`src/rtl/scan_select_sequencer_pkg.sv`:
```
// ============================================================================
// Module : scan_select_sequencer_pkg
// Brief  : Shared state encoding and channel count for the scan sequencer.
// Rev    : 1.0
// ============================================================================
`default_nettype none

package scan_select_sequencer_pkg;

  localparam int NUM_CH = 8;

  typedef enum logic [1:0] {
    ST_IDLE = 2'd0,
    ST_SCAN = 2'd1,
    ST_FIN  = 2'd2
  } state_t;

  // Searching "after channel 7" circularly starts the scan at channel 0.
  localparam logic [2:0] C_START_CUR = 3'd7;

endpackage

`default_nettype wire

```
`src/rtl/scan_next_finder.sv`:
```
// ============================================================================
// Module : scan_next_finder
// Brief  : Circular priority search for the first enabled channel after cur.
// Rev    : 1.0
// ============================================================================
`default_nettype none

module scan_next_finder
  import scan_select_sequencer_pkg::*;
(
  input  logic [7:0] mask,
  input  logic [2:0] cur,
  output logic [2:0] nxt,
  output logic       wrapped,
  output logic       none
);

  logic       w_found;
  logic [2:0] w_idx;

  // Offsets 1..8 visit every channel once, ending on cur itself.
  always_comb begin
    nxt     = cur;
    w_found = 1'b0;
    w_idx   = cur;
    for (int i = 1; i <= NUM_CH; i++) begin
      w_idx = cur + 3'(i);
      if (!w_found && mask[w_idx]) begin
        nxt     = w_idx;
        w_found = 1'b1;
      end
    end
  end

  assign wrapped = (nxt <= cur);
  assign none    = (mask == 8'h00);

endmodule

`default_nettype wire

```
`src/rtl/scan_select_sequencer.sv`:
```
// ============================================================================
// Module : scan_select_sequencer
// Brief  : Masked ascending channel scanner driving a 3-to-8 decoder select.
// Rev    : 1.0
// ============================================================================
`default_nettype none

module scan_select_sequencer
  import scan_select_sequencer_pkg::*;
#(
  parameter int DWELL_CYCLES = 4,
  parameter int CNT_W        = 8
) (
  input  logic       clk,
  input  logic       rst,
  input  logic       start,
  input  logic       stop,
  input  logic       mode_cont,
  input  logic [7:0] chan_mask,
  output logic       s2,
  output logic       s1,
  output logic       s0,
  output logic       sel_valid,
  output logic       step_pulse,
  output logic       busy,
  output logic       done
);

  localparam logic [CNT_W-1:0] C_LAST = CNT_W'(DWELL_CYCLES - 1);

  state_t           r_state, w_state;
  logic [2:0]       r_sel, w_sel;
  logic             r_valid, w_valid;
  logic             r_step, w_step;
  logic             r_busy, w_busy;
  logic             r_done, w_done;
  logic [CNT_W-1:0] r_cnt, w_cnt;
  logic [7:0]       r_mask, w_mask;
  logic             r_mode, w_mode;

  logic [7:0]       w_find_mask;
  logic [2:0]       w_find_cur;
  logic [2:0]       w_nxt;
  logic             w_wrapped;
  logic             w_none;

  // In IDLE the finder looks at the live mask to pick the first channel.
  assign w_find_mask = (r_state == ST_IDLE) ? chan_mask : r_mask;
  assign w_find_cur  = (r_state == ST_IDLE) ? C_START_CUR : r_sel;

  scan_next_finder u_finder (
    .mask    (w_find_mask),
    .cur     (w_find_cur),
    .nxt     (w_nxt),
    .wrapped (w_wrapped),
    .none    (w_none)
  );

  always_comb begin
    w_state = r_state;
    w_sel   = r_sel;
    w_valid = r_valid;
    w_step  = 1'b0;
    w_busy  = r_busy;
    w_done  = 1'b0;
    w_cnt   = r_cnt;
    w_mask  = r_mask;
    w_mode  = r_mode;
    case (r_state)
      ST_IDLE: begin
        if (start && !stop) begin
          w_mask = chan_mask;
          w_mode = mode_cont;
          w_cnt  = '0;
          if (w_none) begin
            w_state = ST_FIN;
            w_done  = 1'b1;
          end else begin
            w_state = ST_SCAN;
            w_sel   = w_nxt;
            w_valid = 1'b1;
            w_step  = 1'b1;
            w_busy  = 1'b1;
          end
        end
      end
      ST_SCAN: begin
        if (stop) begin
          w_state = ST_IDLE;
          w_sel   = 3'd0;
          w_valid = 1'b0;
          w_busy  = 1'b0;
          w_cnt   = '0;
        end else if (r_cnt == C_LAST) begin
          w_cnt = '0;
          if (w_wrapped && !r_mode) begin
            w_state = ST_FIN;
            w_sel   = 3'd0;
            w_valid = 1'b0;
            w_busy  = 1'b0;
            w_done  = 1'b1;
          end else begin
            w_sel  = w_nxt;
            w_step = 1'b1;
          end
        end else begin
          w_cnt = r_cnt + 1'b1;
        end
      end
      ST_FIN: begin
        w_state = ST_IDLE;
      end
      default: begin
        w_state = ST_IDLE;
        w_sel   = 3'd0;
        w_valid = 1'b0;
        w_busy  = 1'b0;
        w_cnt   = '0;
      end
    endcase
  end

  always_ff @(posedge clk or posedge rst) begin
    if (rst) begin
      r_state <= ST_IDLE;
      r_sel   <= 3'd0;
      r_valid <= 1'b0;
      r_step  <= 1'b0;
      r_busy  <= 1'b0;
      r_done  <= 1'b0;
      r_cnt   <= '0;
      r_mask  <= 8'h00;
      r_mode  <= 1'b0;
    end else begin
      r_state <= w_state;
      r_sel   <= w_sel;
      r_valid <= w_valid;
      r_step  <= w_step;
      r_busy  <= w_busy;
      r_done  <= w_done;
      r_cnt   <= w_cnt;
      r_mask  <= w_mask;
      r_mode  <= w_mode;
    end
  end

  assign {s2, s1, s0} = r_sel;
  assign sel_valid    = r_valid;
  assign step_pulse   = r_step;
  assign busy         = r_busy;
  assign done         = r_done;

endmodule

`default_nettype wire

```
`config.mk`:
```
export PLATFORM = sky130hd
export DESIGN_NAME = scan_select_sequencer
export DESIGN_NICKNAME = d
export VERILOG_FILES = /design/src/rtl/scan_select_sequencer_pkg.sv /design/src/rtl/scan_next_finder.sv /design/src/rtl/scan_select_sequencer.sv
export SDC_FILE = /design/constraint.sdc
export NUM_CORES = 1
export LEC_CHECK = 0
export BUFFER_PORTS_ARGS = -buffer_cell sky130_fd_sc_hd__buf_2
export CAP_MARGIN = 5
export CORE_ASPECT_RATIO = 0.75
export CORE_MARGIN = 5
export CORE_UTILIZATION = 40
export CTS_CLUSTER_DIAMETER = 50
export DETAILED_ROUTE_END_ITERATION = 16
export SYNTH_ARGS = -nofsm -noshare
export SYNTH_HDL_FRONTEND = slang
export SYNTH_SLANG_ARGS = --single-unit
```
`constraint.sdc`:
```
create_clock -name clk -period 4.8 [get_ports clk]
set_input_delay 0.48 -clock clk [delete_from_list [all_inputs] [get_ports clk]]
set_output_delay 0.48 -clock clk [all_outputs]
set_load 0.005 [all_outputs]
```
Word level (Yosys, flattened, before mapping)
Index checks and enable logic that the tools add are counted.
- bitwise logic cells: 1
- equal/unequal tests: 7
- multiplexer cells: 67
- order comparisons: 9
- reductions and logical operators: 25
- $add $sub $neg: 8
- operators with widths (cell ; number):
    $mux 3 ; 14
    $lt 3x4->1 const B ; 8
    $mux 8 ; 4
    $mux 1 ; 30
    $bmux 1 s3 ; 8
    $pmux 8 s3 ; 1
    $add 3x3->3 const B ; 4
    $mux 2 ; 5
    $logic_and 1x1->1 ; 9
    $logic_not 1->1 ; 9
    $pmux 3 s3 ; 1
    $add 8x1->8 const B ; 1
    $eq 8x2->1 const B ; 1
    $logic_not 8->1 ; 1
    $add 3x2->3 const B ; 2
    $ne 3x3->1 const B ; 2
    $reduce_and 5->1 ; 1
    $pmux 1 s2 ; 2
    $pmux 2 s2 ; 1
    $reduce_and 2->1 ; 2
    $reduce_and 4->1 ; 1
    $add 3x1->3 const B ; 1
    $le 3x3->1 ; 1
    $pmux 1 s3 ; 1
    other kinds (7) ; 7
- register bits after elaboration: 25
- word-level logic and storage cells: 125
- output and inout bits: 7

Depth between registers and ports, before layout
- depth in word-level cells: 33
- gate-level depth with buffers: 20

By module
A second synthesis with hierarchy kept.
- cells, all modules: 229
- area total of the unflattened synthesis: 2273.4 sq um
- modules (own cells, without submodules) (module ; area an instance (sq um) ; instances ; cells an instance):
    scan_select_sequencer ; 1321.3 ; 1 ; 130
    scan_next_finder ; 952.2 ; 1 ; 99

Worst setup path before layout
No wires, ideal clock.
- path kind: register to register
- start: register r_state[0]
- end: register r_sel[0]
- path buffers: 3
- cell stages (with the launch flop): 21
- slack: 0.134 ns
- arrival: 4.540 ns
- clock period less this slack: 4.666 ns
- cell sequence: dfrtp_1 or2_1 buf_6 buf_2 buf_1 nand2_1 ha_1 mux4_2 mux2_4 or2_4 nor2_1 and4_1 o211ai_1 ha_1 a31o_2 a21o_1 a21oi_1 o31ai_1 a21oi_1 nor4_1 a221o_1
- cells in the longest elaborated chain, start to end: 33
- ends and longest elaborated chain (item ; line ; text):
    start: declaration ; scan_select_sequencer.sv:31 ; state_t r_state, w_state;
    start signal: assignment ; scan_select_sequencer.sv:135 ; r_state <= w_state;
    $logic_not 2->1 ; scan_select_sequencer.sv:48, scan_select_sequencer.sv:49, scan_select_sequencer.sv:69 ;
    $mux 3 ; scan_select_sequencer.sv:49 ; assign w_find_cur = (r_state == ST_IDLE) ? C_START_CUR : r_sel;
    $add 3x1->3 ; scan_next_finder.sv:27 ; w_idx = cur + 3'(i);
    $bmux 1 s3 ; scan_next_finder.sv:28 ; if (!w_found && mask[w_idx]) begin
    $mux 1 (not written as such) ; scan_next_finder.sv:28 ;
    $mux 1 ; scan_next_finder.sv:28 ;
    $logic_not 1->1 ; scan_next_finder.sv:28 ;
    $logic_and 1x1->1 ; scan_next_finder.sv:28 ;
    [... 17 more ...] ; n/a ;
    $logic_and 1x1->1 ; scan_next_finder.sv:28 ;
    $mux 3 ; scan_next_finder.sv:28 ;
    $le 3x3->1 ; scan_next_finder.sv:35 ; assign wrapped = (nxt <= cur);
    $logic_and 1x1->1 ; scan_select_sequencer.sv:96 ; if (w_wrapped && !r_mode) begin
    $mux 3 ; scan_select_sequencer.sv:96 ;
    $mux 3 ; scan_select_sequencer.sv:94 ; end else if (r_cnt == C_LAST) begin
    $mux 3 ; scan_select_sequencer.sv:88 ; if (stop) begin
    $pmux 3 s3 ; scan_select_sequencer.sv:69 ; case (r_state)
    end signal: assignment ; scan_select_sequencer.sv:136 ; r_sel <= w_sel;
    end: declaration ; scan_select_sequencer.sv:32 ; logic [2:0] r_sel, w_sel;
Several ways; a longest one is shown, not always the timed one. The select of a mux whose other input is x is not followed.
A chain may end at the register's enable or synchronous reset.

Worst setup path after layout
Same ends and word-level chain as after synthesis.

==> results.sh <==
export IMPL_p_total_uw=1250
export IMPL_first_iter_violations=219
export IMPL_cts_sinks=25
export IMPL_grt_pass1_vias=1899
export IMPL_synth_cell_types=63
export IMPL_ioPinCount=20
export IMPL_critPathRequiredTime_ps=4960
export IMPL_wl_um=6040
export IMPL_r2r_start="r_state[0]$_DFFE_PP0P_"
export IMPL_grt_max_degree=26
export IMPL_crit_path_start_kind="register"
export IMPL_core_sq_mm=0.00544
export IMPL_min_path_type="in2async"
export IMPL_critPathLaunch="r_state[0]$_DFFE_PP0P_"
export IMPL_place_congestion=0.961
export IMPL_fin_util=0.464
export IMPL_min_period_ps=4400
export IMPL_syn2layout_area_growth_pct=10.2
export IMPL_synth_top_cell_by_area="dfrtp_1"
export IMPL_p_per_area_mw_per_mm2=495
export IMPL_worst_setup_path_type="reg2reg"
export IMPL_clkTransAtPathRegs_ps=80
export IMPL_diodes=0
export IMPL_nets=286
export IMPL_seq_area_frac_synth=0.273
export IMPL_cts_made_buffers=3
export IMPL_die_y_um=75.5
export IMPL_fp_row_count=23
export IMPL_routedWlPerCell_um=17.6
export IMPL_synthFlopType="dfrtp_1"
export IMPL_syn_nets=266
export IMPL_setup_viol=0
export IMPL_clock_skew_ps=2.66
export IMPL_cts_tree="built"
export IMPL_htreeDepth=1
export IMPL_leakage_uw=0.00105
export IMPL_worstPathMaxFanout=8
export IMPL_synth_area_leaders="dfrtp_1, mux2_2, mux4_2"
export IMPL_slew_violations=0
export IMPL_hold_buffers=0
export IMPL_finalSetupTns_ps=0
export IMPL_die_x_um=97.4
export IMPL_synth_seq_cells=25
export IMPL_hold_viol=0
export IMPL_slew_headroom=0.370
export IMPL_worstMarginPinSlew_ps=944
export IMPL_grt_usage=0.173
export IMPL_async_flop_share=1.00
export IMPL_synth_edf_count=0
export IMPL_synth_top_area_share=0.273
export IMPL_ir_drop_v=0.000192
export IMPL_clock_fmax_ghz=0.227
export IMPL_drive_above_1_share=0.257
export IMPL_dp_hpwl_um=4700
export IMPL_clock_latency_ps=270
export IMPL_gr_total_overflow=0
export IMPL_antenna_found_initial=0
export IMPL_num_vias=2101
export IMPL_fillers=527
export IMPL_arrival_ps=4560
export IMPL_numPortBuffers=19
export IMPL_initial_core_util=0.421
export IMPL_ys_warn_count=0
export IMPL_syn_area_sq_mm=0.00229
export IMPL_dieArea_sq_mm=0.00736
export IMPL_clock_path_buffers=2
export IMPL_endpoint_kind="register"
export IMPL_drc=0
export IMPL_grt_pass1_wl_um=10100
export IMPL_rsz0062_at_grt="no"
export IMPL_synth_cells=249
export IMPL_period_share=0.917
export IMPL_timing_max_cap_violations=0
export IMPL_syn_avg_cell_area_sq_um=9.20
export IMPL_outcome="completed"
export IMPL_avgViaCountPerCell=6.13
export IMPL_ant_nets=0
export IMPL_root_buffer="clkbuf_8"
export IMPL_firstDrtPassIters=5
per-layer routing:
layer,up-vias,part of all wire,track usage
met5,-,0,0
met4,0,0.0035,0.0230
met1,1008,0.52,0.277
met3,4,0.091,0.0348
met2,93,0.39,0.242
li1,996,-,-
cell usage after synthesis, types with 2 or more instances:
cell	count
dfrtp_1	25
nand3_1	12
xor2_1	2
buf_6	2
a21oi_1	15
a31oi_1	3
inv_1	5
ha_1	4
o211ai_1	4
o31ai_1	4
nor2_1	16
xnor2_1	2
mux2i_1	13
nor3_1	6
or3_1	3
o21ai_0	15
nor4_1	3
a32o_1	3
mux2_2	16
and2_1	4
and3_1	2
or2_2	2
a22o_1	6
nor2b_1	2
buf_2	3
mux2_4	2
a211o_1	2
nand2b_1	3
a21o_1	3
clkbuf_1	6
mux4_2	6
nand2_1	24
state kept, by name, indices dropped and copies added, names as in the netlist:
signal,count
r_cnt,8
r_mask,8
r_sel,3
r_state,2
busy,1
done,1
r_mode,1
step_pulse,1
repair_timing:
| action | 4_1_cts | 5_1_grt |
|---|---|---|
| buffers inserted | 0 | 0 |
| endpoints found under the setup margin | 0 | 1 |
| endpoints found under the hold margin | 0 | 0 |
| resized for setup | 0 | 1 |
worst max-delay path, stage by stage (launching register included):
cell      delay [ps]
dfrtp_1          460
nor2_1            90
nor2_1           130
inv_1             90
ha_1             410
mux4_2           560
mux2_4           320
or2_4            280
nor2_2           180
and4_1           200
o211ai_1         120
ha_1             320
a31o_2           230
a21o_1           190
a21oi_1          120
o31ai_1           80
a21oi_1          160
nor4_1            70
a221o_1          270
power by group:
part	internal, uW	switching, uW	total [uW]
Clock	59.3	62.9	122
Sequential	244	54.0	298
Combinational	380	449	829
stage by stage:
stage / area [sq um] / setup WS [ps] / hold slack [ps] / std cells
after floorplan: 2290 / 134 / 463 / 249
after global placement: 2480 / 479 / 496 / 339
after detailed placement: 2480 / 355 / 502 / 339
after CTS: 2520 / 342 / 443 / 343
after global routing: 2520 / 70.4 / 437 / 343
final: 2520 / 397 / 410 / 343
logic make-up after synthesis:
family                     synth area share
AOI/OAI and AO/OA                     0.232
xor gates and xnor gates             0.0224
adders and majority gates            0.0218
buffers and inverters                0.0393
DFF                                   0.273
muxes                                 0.214
and+or+nand+nor                       0.198
worst paths after layout:
path / to / slack [ps] / cells after the start
min in group clk: r_mode$_DFFE_PP0P_ / 450 / 2
setup reg to reg: r_sel[0]$_DFFE_PP0P_ / 400 / 18
hold / removal: r_cnt[5]$_DFFE_PP0P_ / 410 / 2
max in group asynchronous: r_cnt[6]$_DFFE_PP0P_ / 3810 / 2
setup / recovery: r_sel[0]$_DFFE_PP0P_ / 400 / 18
hold reg to reg: r_cnt[6]$_DFFE_PP0P_ / 510 / 1
cell type report:
type,count,area [sq um],area share
inverters,5,18.8,0.00744
repair buffers,28,163,0.0645
well taps,75,93.8,0.0372
clock buffers,4,45.0,0.0178
flip-flops and latches,25,626,0.248
multi-input cells,206,1580,0.625
cell usage in the layout, fill, tap and decap left out, drive strengths merged, types with 4 or more instances in the layout:
cell type and instances:
clkbuf 4, mux2i 14, nand3 12, o211ai 4, dfrtp 25, nor2 17
mux4 6, a22o 6, mux2 18, nand2 24, and2 5, or2 4
a21oi 15, o31ai 4, ha 4, buf 28, nor3 6, inv 5
o21ai 15
Note: power is estimated with default switching activity, not from simulation.
